===== config.mk =====
export PLATFORM = sky130hd
export DESIGN_NAME = pipe5_datapath_flat
export DESIGN_NICKNAME = d
export VERILOG_FILES = /design/src/rtl/pipe5_datapath_pkg.sv /design/src/rtl/pipe5_datapath_if.sv /design/src/rtl/pipe5_datapath_regfile.sv /design/src/rtl/pipe5_datapath.sv /design/src/flat_wrapper.sv
export SDC_FILE = /design/constraint.sdc
export NUM_CORES = 1
export LEC_CHECK = 0
export CORE_MARGIN = 4
export CORE_UTILIZATION = 40
export DETAILED_ROUTE_END_ITERATION = 10
export PLACE_DENSITY = 0.61
export SLEW_MARGIN = 40
export SYNTH_ARGS = -nofsm -noshare
export SYNTH_HDL_FRONTEND = slang
export SYNTH_SLANG_ARGS = --single-unit

===== constraint.sdc =====
create_clock -name clk -period 2.99 [get_ports clk]
set_input_delay 0.4485 -clock clk [delete_from_list [all_inputs] [get_ports clk]]
set_output_delay 0.4485 -clock clk [all_outputs]
set_load 0.02 [all_outputs]

===== src/rtl/pipe5_datapath_pkg.sv =====
// Shared constants for the pipe5 MIPS-subset datapath: opcodes, functs, ALU codes,
// the control bundle and the ROM / data-RAM initial images.
package pipe5_datapath_pkg;

  localparam logic [5:0] OP_RTYPE = 6'h00;
  localparam logic [5:0] OP_LW    = 6'h23;
  localparam logic [5:0] OP_SW    = 6'h2B;
  localparam logic [5:0] OP_ADDI  = 6'h08;

  localparam logic [5:0] FN_ADD = 6'h20;
  localparam logic [5:0] FN_SUB = 6'h22;
  localparam logic [5:0] FN_AND = 6'h24;
  localparam logic [5:0] FN_OR  = 6'h25;
  localparam logic [5:0] FN_XOR = 6'h26;
  localparam logic [5:0] FN_SLT = 6'h2A;

  localparam logic [3:0] ALU_AND = 4'b0000;
  localparam logic [3:0] ALU_OR  = 4'b0001;
  localparam logic [3:0] ALU_ADD = 4'b0010;
  localparam logic [3:0] ALU_XOR = 4'b0011;
  localparam logic [3:0] ALU_SUB = 4'b0110;
  localparam logic [3:0] ALU_SLT = 4'b0111;

  typedef struct packed {
    logic       wreg;
    logic       m2reg;
    logic       wmem;
    logic [3:0] aluc;
    logic       aluimm;
  } ctrl_t;

  // prog 0 is the standard load program; prog 1 exercises sw, $0 writes and an unknown opcode
  function automatic logic [31:0] imem_word(input int prog, input logic [5:0] idx);
    logic [31:0] w;
    w = '0;
    if (prog == 0) begin
      case (idx)
        6'd0: w = 32'h8C220000;
        6'd1: w = 32'h8C230004;
        6'd2: w = 32'h8C240008;
        6'd3: w = 32'h8C25000C;
        6'd4: w = 32'h004A3020;
        default: w = '0;
      endcase
    end else begin
      case (idx)
        6'd0: w = 32'h8C020000;
        6'd1: w = 32'h20000005;
        6'd2: w = 32'hFC000000;
        6'd4: w = 32'hAC020010;
        6'd5: w = 32'h8C070010;
        default: w = '0;
      endcase
    end
    return w;
  endfunction

  function automatic logic [31:0] dmem_init(input logic [5:0] idx);
    logic [31:0] w;
    case (idx)
      6'd0: w = 32'hA00000AA;
      6'd1: w = 32'h10000011;
      6'd2: w = 32'h20000022;
      6'd3: w = 32'h30000033;
      6'd4: w = 32'h40000044;
      default: w = '0;
    endcase
    return w;
  endfunction

endpackage


===== src/rtl/pipe5_datapath_if.sv =====
// Observation bundle carrying every pipeline-register value out of pipe5_datapath.
interface pipe5_datapath_if;
  logic [31:0] pc, dinstOut;
  logic        ewreg, em2reg, ewmem, ealuimm;
  logic [3:0]  ealuc;
  logic [4:0]  edestReg;
  logic [31:0] eqa, eqb, eimm32;
  logic        mwreg, mm2reg, mwmem;
  logic [4:0]  mdestReg;
  logic [31:0] mr, mqb;
  logic        wwreg, wm2reg;
  logic [4:0]  wdestReg;
  logic [31:0] wr, wdo, qa, qb;

  modport master (
    output pc, dinstOut, ewreg, em2reg, ewmem, ealuimm, ealuc, edestReg, eqa, eqb, eimm32,
           mwreg, mm2reg, mwmem, mdestReg, mr, mqb, wwreg, wm2reg, wdestReg, wr, wdo, qa, qb
  );
  modport slave (
    input pc, dinstOut, ewreg, em2reg, ewmem, ealuimm, ealuc, edestReg, eqa, eqb, eimm32,
          mwreg, mm2reg, mwmem, mdestReg, mr, mqb, wwreg, wm2reg, wdestReg, wr, wdo, qa, qb
  );
endinterface


===== src/rtl/pipe5_datapath_regfile.sv =====
// 32x32 register file: two combinational reads, falling-edge write, $0 hardwired to zero.
module pipe_regfile (
  input  logic        clk,
  input  logic        resetn,
  input  logic [4:0]  ra,
  input  logic [4:0]  rb,
  output logic [31:0] qa,
  output logic [31:0] qb,
  input  logic        we,
  input  logic [4:0]  waddr,
  input  logic [31:0] wdata
);
  logic [31:0] regs [32];

  assign qa = (ra == 5'd0) ? 32'd0 : regs[ra];
  assign qb = (rb == 5'd0) ? 32'd0 : regs[rb];

  // Writing on the falling edge lets an ID read in the same cycle see the WB value
  always_ff @(negedge clk or negedge resetn) begin
    if (!resetn) begin
      for (int i = 0; i < 32; i++) regs[i] <= '0;
    end else if (we && (waddr != 5'd0)) begin
      regs[waddr] <= wdata;
    end
  end
endmodule


===== src/rtl/pipe5_datapath.sv =====
// Five-stage in-order MIPS-subset datapath (no forwarding, no hazard detection, no branches).
module pipe5_datapath
  import pipe5_datapath_pkg::*;
#(
  parameter logic [31:0] RESET_PC   = 32'd0,
  parameter int          IMEM_WORDS = 64,
  parameter int          DMEM_WORDS = 64,
  parameter int          PROG       = 0
) (
  input  logic              clk,
  input  logic              resetn,
  pipe5_datapath_if.master  obs
);
  logic [31:0] imem [IMEM_WORDS];
  logic [31:0] dmem [DMEM_WORDS];

  for (genvar g = 0; g < IMEM_WORDS; g++) begin : g_rom
    assign imem[g] = imem_word(PROG, 6'(g));
  end

  logic [5:0]  op, funct;
  logic [4:0]  rs, rt, rd;
  ctrl_t       ctrl_d;
  logic [4:0]  dest_d;
  logic [31:0] imm32_d, qa_d, qb_d, alu_b, alu_y, dmem_rd, wb_data;

  assign op      = obs.dinstOut[31:26];
  assign rs      = obs.dinstOut[25:21];
  assign rt      = obs.dinstOut[20:16];
  assign rd      = obs.dinstOut[15:11];
  assign funct   = obs.dinstOut[5:0];
  assign imm32_d = {{16{obs.dinstOut[15]}}, obs.dinstOut[15:0]};

  always_comb begin
    ctrl_d = '0;
    dest_d = '0;
    case (op)
      OP_RTYPE: begin
        ctrl_d.wreg = 1'b1;
        dest_d      = rd;
        case (funct)
          FN_ADD:  ctrl_d.aluc = ALU_ADD;
          FN_SUB:  ctrl_d.aluc = ALU_SUB;
          FN_AND:  ctrl_d.aluc = ALU_AND;
          FN_OR:   ctrl_d.aluc = ALU_OR;
          FN_XOR:  ctrl_d.aluc = ALU_XOR;
          FN_SLT:  ctrl_d.aluc = ALU_SLT;
          default: begin
            ctrl_d = '0;
            dest_d = '0;
          end
        endcase
      end
      OP_LW:   begin ctrl_d = '{1'b1, 1'b1, 1'b0, ALU_ADD, 1'b1}; dest_d = rt; end
      OP_SW:   begin ctrl_d = '{1'b0, 1'b0, 1'b1, ALU_ADD, 1'b1}; dest_d = rt; end
      OP_ADDI: begin ctrl_d = '{1'b1, 1'b0, 1'b0, ALU_ADD, 1'b1}; dest_d = rt; end
      default: ;
    endcase
  end

  function automatic logic [31:0] alu_f(input logic [3:0] c, input logic signed [31:0] a,
                                        input logic signed [31:0] b);
    case (c)
      ALU_ADD: return a + b;
      ALU_SUB: return a - b;
      ALU_AND: return a & b;
      ALU_OR:  return a | b;
      ALU_XOR: return a ^ b;
      ALU_SLT: return {31'd0, (a < b)};
      default: return '0;
    endcase
  endfunction

  assign alu_b   = obs.ealuimm ? obs.eimm32 : obs.eqb;
  assign alu_y   = alu_f(obs.ealuc, obs.eqa, alu_b);
  assign dmem_rd = dmem[obs.mr[7:2]];
  assign wb_data = obs.wm2reg ? obs.wdo : obs.wr;
  assign obs.qa  = qa_d;
  assign obs.qb  = qb_d;

  pipe_regfile u_rf (
    .clk    (clk),
    .resetn (resetn),
    .ra     (rs),
    .rb     (rt),
    .qa     (qa_d),
    .qb     (qb_d),
    .we     (obs.wwreg),
    .waddr  (obs.wdestReg),
    .wdata  (wb_data)
  );

  always_ff @(posedge clk or negedge resetn) begin
    if (!resetn) begin
      for (int i = 0; i < DMEM_WORDS; i++) dmem[i] <= dmem_init(6'(i));
    end else if (obs.mwmem) begin
      dmem[obs.mr[7:2]] <= obs.mqb;
    end
  end

  always_ff @(posedge clk or negedge resetn) begin
    if (!resetn) begin
      obs.pc       <= RESET_PC;
      obs.dinstOut <= '0;
      obs.ewreg    <= 1'b0;
      obs.em2reg   <= 1'b0;
      obs.ewmem    <= 1'b0;
      obs.ealuc    <= '0;
      obs.ealuimm  <= 1'b0;
      obs.edestReg <= '0;
      obs.eqa      <= '0;
      obs.eqb      <= '0;
      obs.eimm32   <= '0;
      obs.mwreg    <= 1'b0;
      obs.mm2reg   <= 1'b0;
      obs.mwmem    <= 1'b0;
      obs.mdestReg <= '0;
      obs.mr       <= '0;
      obs.mqb      <= '0;
      obs.wwreg    <= 1'b0;
      obs.wm2reg   <= 1'b0;
      obs.wdestReg <= '0;
      obs.wr       <= '0;
      obs.wdo      <= '0;
    end else begin
      // IF -> ID
      obs.pc       <= obs.pc + 32'd4;
      obs.dinstOut <= imem[obs.pc[7:2]];
      // ID -> EXE
      obs.ewreg    <= ctrl_d.wreg;
      obs.em2reg   <= ctrl_d.m2reg;
      obs.ewmem    <= ctrl_d.wmem;
      obs.ealuc    <= ctrl_d.aluc;
      obs.ealuimm  <= ctrl_d.aluimm;
      obs.edestReg <= dest_d;
      obs.eqa      <= qa_d;
      obs.eqb      <= qb_d;
      obs.eimm32   <= imm32_d;
      // EXE -> MEM
      obs.mwreg    <= obs.ewreg;
      obs.mm2reg   <= obs.em2reg;
      obs.mwmem    <= obs.ewmem;
      obs.mdestReg <= obs.edestReg;
      obs.mr       <= alu_y;
      obs.mqb      <= obs.eqb;
      // MEM -> WB
      obs.wwreg    <= obs.mwreg;
      obs.wm2reg   <= obs.mm2reg;
      obs.wdestReg <= obs.mdestReg;
      obs.wr       <= obs.mr;
      obs.wdo      <= dmem_rd;
    end
  end
endmodule


===== src/flat_wrapper.sv =====
// flat-port wrapper written by rule: the top's interface ports become plain ports
module pipe5_datapath_flat import pipe5_datapath_pkg::*;
#(
  parameter logic [31:0] RESET_PC   = 32'd0,
  parameter int          IMEM_WORDS = 64,
  parameter int          DMEM_WORDS = 64,
  parameter int          PROG       = 0
)
  (clk, resetn, obs_pc, obs_dinstOut, obs_ewreg, obs_em2reg, obs_ewmem, obs_ealuimm, obs_ealuc, obs_edestReg, obs_eqa, obs_eqb, obs_eimm32, obs_mwreg, obs_mm2reg, obs_mwmem, obs_mdestReg, obs_mr, obs_mqb, obs_wwreg, obs_wm2reg, obs_wdestReg, obs_wr, obs_wdo, obs_qa, obs_qb);
  pipe5_datapath_if obs_i ();
  input  logic clk;
  input  logic resetn;
  output wire logic [$bits(obs_i.pc)-1:0] obs_pc;
  output wire logic [$bits(obs_i.dinstOut)-1:0] obs_dinstOut;
  output wire logic [$bits(obs_i.ewreg)-1:0] obs_ewreg;
  output wire logic [$bits(obs_i.em2reg)-1:0] obs_em2reg;
  output wire logic [$bits(obs_i.ewmem)-1:0] obs_ewmem;
  output wire logic [$bits(obs_i.ealuimm)-1:0] obs_ealuimm;
  output wire logic [$bits(obs_i.ealuc)-1:0] obs_ealuc;
  output wire logic [$bits(obs_i.edestReg)-1:0] obs_edestReg;
  output wire logic [$bits(obs_i.eqa)-1:0] obs_eqa;
  output wire logic [$bits(obs_i.eqb)-1:0] obs_eqb;
  output wire logic [$bits(obs_i.eimm32)-1:0] obs_eimm32;
  output wire logic [$bits(obs_i.mwreg)-1:0] obs_mwreg;
  output wire logic [$bits(obs_i.mm2reg)-1:0] obs_mm2reg;
  output wire logic [$bits(obs_i.mwmem)-1:0] obs_mwmem;
  output wire logic [$bits(obs_i.mdestReg)-1:0] obs_mdestReg;
  output wire logic [$bits(obs_i.mr)-1:0] obs_mr;
  output wire logic [$bits(obs_i.mqb)-1:0] obs_mqb;
  output wire logic [$bits(obs_i.wwreg)-1:0] obs_wwreg;
  output wire logic [$bits(obs_i.wm2reg)-1:0] obs_wm2reg;
  output wire logic [$bits(obs_i.wdestReg)-1:0] obs_wdestReg;
  output wire logic [$bits(obs_i.wr)-1:0] obs_wr;
  output wire logic [$bits(obs_i.wdo)-1:0] obs_wdo;
  output wire logic [$bits(obs_i.qa)-1:0] obs_qa;
  output wire logic [$bits(obs_i.qb)-1:0] obs_qb;
  assign obs_pc = obs_i.pc;
  assign obs_dinstOut = obs_i.dinstOut;
  assign obs_ewreg = obs_i.ewreg;
  assign obs_em2reg = obs_i.em2reg;
  assign obs_ewmem = obs_i.ewmem;
  assign obs_ealuimm = obs_i.ealuimm;
  assign obs_ealuc = obs_i.ealuc;
  assign obs_edestReg = obs_i.edestReg;
  assign obs_eqa = obs_i.eqa;
  assign obs_eqb = obs_i.eqb;
  assign obs_eimm32 = obs_i.eimm32;
  assign obs_mwreg = obs_i.mwreg;
  assign obs_mm2reg = obs_i.mm2reg;
  assign obs_mwmem = obs_i.mwmem;
  assign obs_mdestReg = obs_i.mdestReg;
  assign obs_mr = obs_i.mr;
  assign obs_mqb = obs_i.mqb;
  assign obs_wwreg = obs_i.wwreg;
  assign obs_wm2reg = obs_i.wm2reg;
  assign obs_wdestReg = obs_i.wdestReg;
  assign obs_wr = obs_i.wr;
  assign obs_wdo = obs_i.wdo;
  assign obs_qa = obs_i.qa;
  assign obs_qb = obs_i.qb;
  pipe5_datapath #(.RESET_PC(RESET_PC), .IMEM_WORDS(IMEM_WORDS), .DMEM_WORDS(DMEM_WORDS), .PROG(PROG)) u_core (.clk(clk), .resetn(resetn), .obs(obs_i));
endmodule

==> reports/metrics.yaml <==
run_status:
  status: "finished, violations left"
  violations: "negative setup slack"
timing:
  finClkSkew_ns: 0.0490
  finalWorstSetupSlack_ns: -1.25
  rsz0062_at_grt: "yes"
  setup_violations: 558
  finalMaxSlewViolations: 0
  tightest_slew_ns: 0.726
  tns_ns: -102.08
  final_hold_viol_count: 0
  slew_headroom_pct: 51.6
power_and_ir_drop:
  pwr-share-seq_pct: 49.1
  comb_power_share_pct: 1.7
  p_int_mw: 15.8
  swShare_pct: 21.9
  vdd_drop_max_mv: 0.386
  power.clock.fraction_pct: 49.2
  switching_power_mw: 4.45
  p_per_area_nw_per_um2: 426
  p_leak_nw: 21.5
placed_design:
  io_buffers: 306
  place_inst: 4248
  pre_cts_slack_ns: -1.01
  gp_congestion: 0.839
  dp_hpwl_um: 67200
synthesis:
  netlist_top_cells_count: "nand2_1, o21ai_0, dfrtn_1, dfrtp_1, clkbuf_1"
  synthArstFlopShare_pct: 100
  synth_mux_area_share_pct: 13.8
  ys_ff_latch: 733
  yosys.area_share.simple_pct: 10.4
  synth_area_um2: 31900
  synth_top_flop_cell: "dfrtn_1"
  synth-compound-area-share_pct: 10.1
  yosysWarnings: 0
  synth_cell_types: 59
  syn_area_per_cell_um2: 11.4
  yosysMostFrequentCell: "nand2_1"
  syn_inst: 2794
  synth-xor-area-share_pct: 1.48
  synth-edff-count: 0
  ys_seq_area_share_pct: 57.6
  synth_top_family_by_area: "multiplexers"
  synthAdderAreaFrac_pct: 1.40
  synth_area_leader_cell: "dfrtn_1"
  synth.top_cell.area_share_pct: 40.2
  netlist_top_cells_area: "dfrtn_1, dfrtp_1, mux4_2, o21ai_0, nand2_1"
global_routing:
  grtUsageMet1_pct: 34.1
  grt_antenna_before_repair: 3
  grt-ovfl-total: 0
  met3_usage_pct: 5.24
  grt_max_degree: 90
  busiest_layer: "met2"
  grtUsageMet2_pct: 41.6
  grt_pass1_wl_um: 164000
  grt_pass1_vias: 25623
  track_usage_pct: 25.5
clocking:
  cts.sinks: 733
  clock_latency_ns: 0.63
  htreeDepth: 3
  numCtsBuffers: 81
  cts.clk_slew.worst_paths_ns: 0.05
  cts_tree: "yes"
  root_buffer: "clkbuf_16"
  clockBufferDepth: 3
floorplanning:
  io_pins: 382
  fp.coreArea_um2: 79000
  die_h_um: 290
  initial_core_util_pct: 40.3
  die_w_um: 290
  fp-row-count: 103
  die_area_um2: 84200
drt:
  wl_per_cell_um: 26.2
  dr.pass1.iters: 5
  route.detailed.drc: 0
  viasPerCell: 5.62
  drtIter0Drc: 2934
  vias: 25978
  wl_um: 121000
  ant_nets: 0
worst_hold_path:
  min_to: "u_core.u_rf.regs[999]"
  hold_path_startpoint: "u_core.u_rf.regs[999]"
  min_path_cells: 0
  hold_path_class: "reg2reg"
critical_path:
  critPathBufInv: 1
  crit_type: "reg2out"
  ff2ff_setup_slack_ns: -0.44
  cp_slowest_cell: "mux4_2"
  cpPeakStageDelay_ns: 0.56
  endpoint_kind: "output port"
  crit_chain: "mux4_2 > mux4_2 > nor2b_4 > buf_6"
  r2r_end: "u_core.obs.eqb[14]"
  path_delay_family: "multiplexers"
  reg2reg_from: "u_core.u_rf.regs[910]"
  r2r_cells: 6
  path_common_cell: "mux4_2"
  crit_arrival_ns: 3.79
  cp-start-kind: "register"
  required_ns: 2.54
  critPathMaxFanout: 2
cells_and_area:
  syn_to_final_growth_pct: 49.7
  final_layout_size_suffix_gt1_share_pct: 39.1
  nFillCells: 5930
  fin_cells: 4625
  fin_nets: 3547
flow_run:
  maxCapViolCount: 0
==> kinds of logic after synthesis <==
group	after synthesis
mux	231
other cells	1
simple gates	779
fa+ha+maj	35
compound gates	613
xor+xnor	54
flops	733
buf+inv	348
==> power by group through the flow <==
stage	registers, mW	clock network (mW)	logic (mW)
after floorplan	10.1	0	0.157
after global placement	10.1	0	0.339
after detailed placement	10.1	0	0.350
after CTS	9.96	10.1	0.351
after global routing	9.95	10.6	0.391
final	9.96	10.0	0.344
==> how the worst max path moves through the flow <==
stage	start	end	slack, ns	cells past startpoint
after global placement	u_core.u_rf.regs[531]	obs_qb[19]	-1.02	4
final	u_core.u_rf.regs[531]	obs_qb[19]	-1.25	4
after floorplan	u_core.u_rf.regs[512]	obs_qb[0]	-0.33	3
after detailed placement	u_core.u_rf.regs[915]	obs_qb[19]	-1.01	4
after CTS	u_core.u_rf.regs[563]	obs_qb[19]	-1.24	4
after global routing	u_core.u_rf.regs[531]	obs_qb[19]	-1.26	4
==> stage by stage <==
stage          utilization, %  power (mW)  area, um2  hold WS [ns]
2_1_floorplan               -        10.3      32700         0.153
3_3_place_gp             49.6        10.5      39200         0.320
3_5_place_dp             49.6        10.5      39200         0.323
4_1_cts                  56.6        20.4      44700         0.323
5_1_grt                  60.4        20.9      47700         0.330
6_report                 60.4        20.3      47700         0.321
==> layout make-up <==
cell class | count | area, um2 | share of cell area [%]
sequential | 733 | 18400 | 38.5
multi-input combinational | 1788 | 14700 | 30.9
timing repair buffer | 891 | 10600 | 22.2
clock buffer | 123 | 2480 | 5.21
tap | 1050 | 1310 | 2.75
clock inverter | 24 | 180 | 0.378
inverter | 15 | 56.3 | 0.118
antenna | 1 | 2.50 | 0.00525
==> layer usage <==
metal	vias up	share of wire, %
met5	-	0
li1	10966	-
met3	311	9.8
met2	1464	47
met4	0	4.5
met1	13237	38
==> registers in the layout, summed over array words and instances (netlist names), 3 cells and up <==
signal               count
u_core.obs.wr           32
u_core.u_rf.regs       512
u_core.obs.mdestReg      4
u_core.obs.pc           30
u_core.obs.wdestReg      4
u_core.obs.eimm32        3
u_core.obs.mr           32
u_core.obs.dinstOut      5
u_core.obs.mqb          32
u_core.obs.eqb          32
u_core.obs.wdo           4
u_core.obs.edestReg      4
u_core.obs.eqa          32
==> what timing repair did <==
| item | 4_1_cts | 5_1_grt |
|---|---|---|
| hold buffers | 1 | 0 |
| cloned | 26 | 36 |
| hold endpoints to repair | 1 | 0 |
| pin swaps | 90 | 115 |
| gates resized for setup | 801 | 454 |
| setup buffers | 96 | 121 |
| setup endpoints to repair | 507 | 588 |
==> layout by cell type, fill, tap and decap left out, types with 27 or more instances in the layout <==
| cell | instances |
|---|---|
| buf_16 | 29 |
| ha_1 | 27 |
| dfrtn_1 | 512 |
| nand2_4 | 67 |
| buf_4 | 291 |
| clkdlybuf4s50_1 | 241 |
| mux2_4 | 38 |
| nand2_2 | 84 |
| buf_6 | 178 |
| clkbuf_16 | 117 |
| xnor2_1 | 30 |
| conb_1 | 75 |
| mux4_2 | 160 |
| o21ai_2 | 88 |
| o21ai_4 | 29 |
| dfrtp_1 | 208 |
| nand2_1 | 431 |
| buf_12 | 117 |
| o21ai_0 | 314 |
| nor2b_4 | 38 |
| o21ai_1 | 101 |
| a21oi_1 | 27 |
Power figures use the tool's default switching activity.
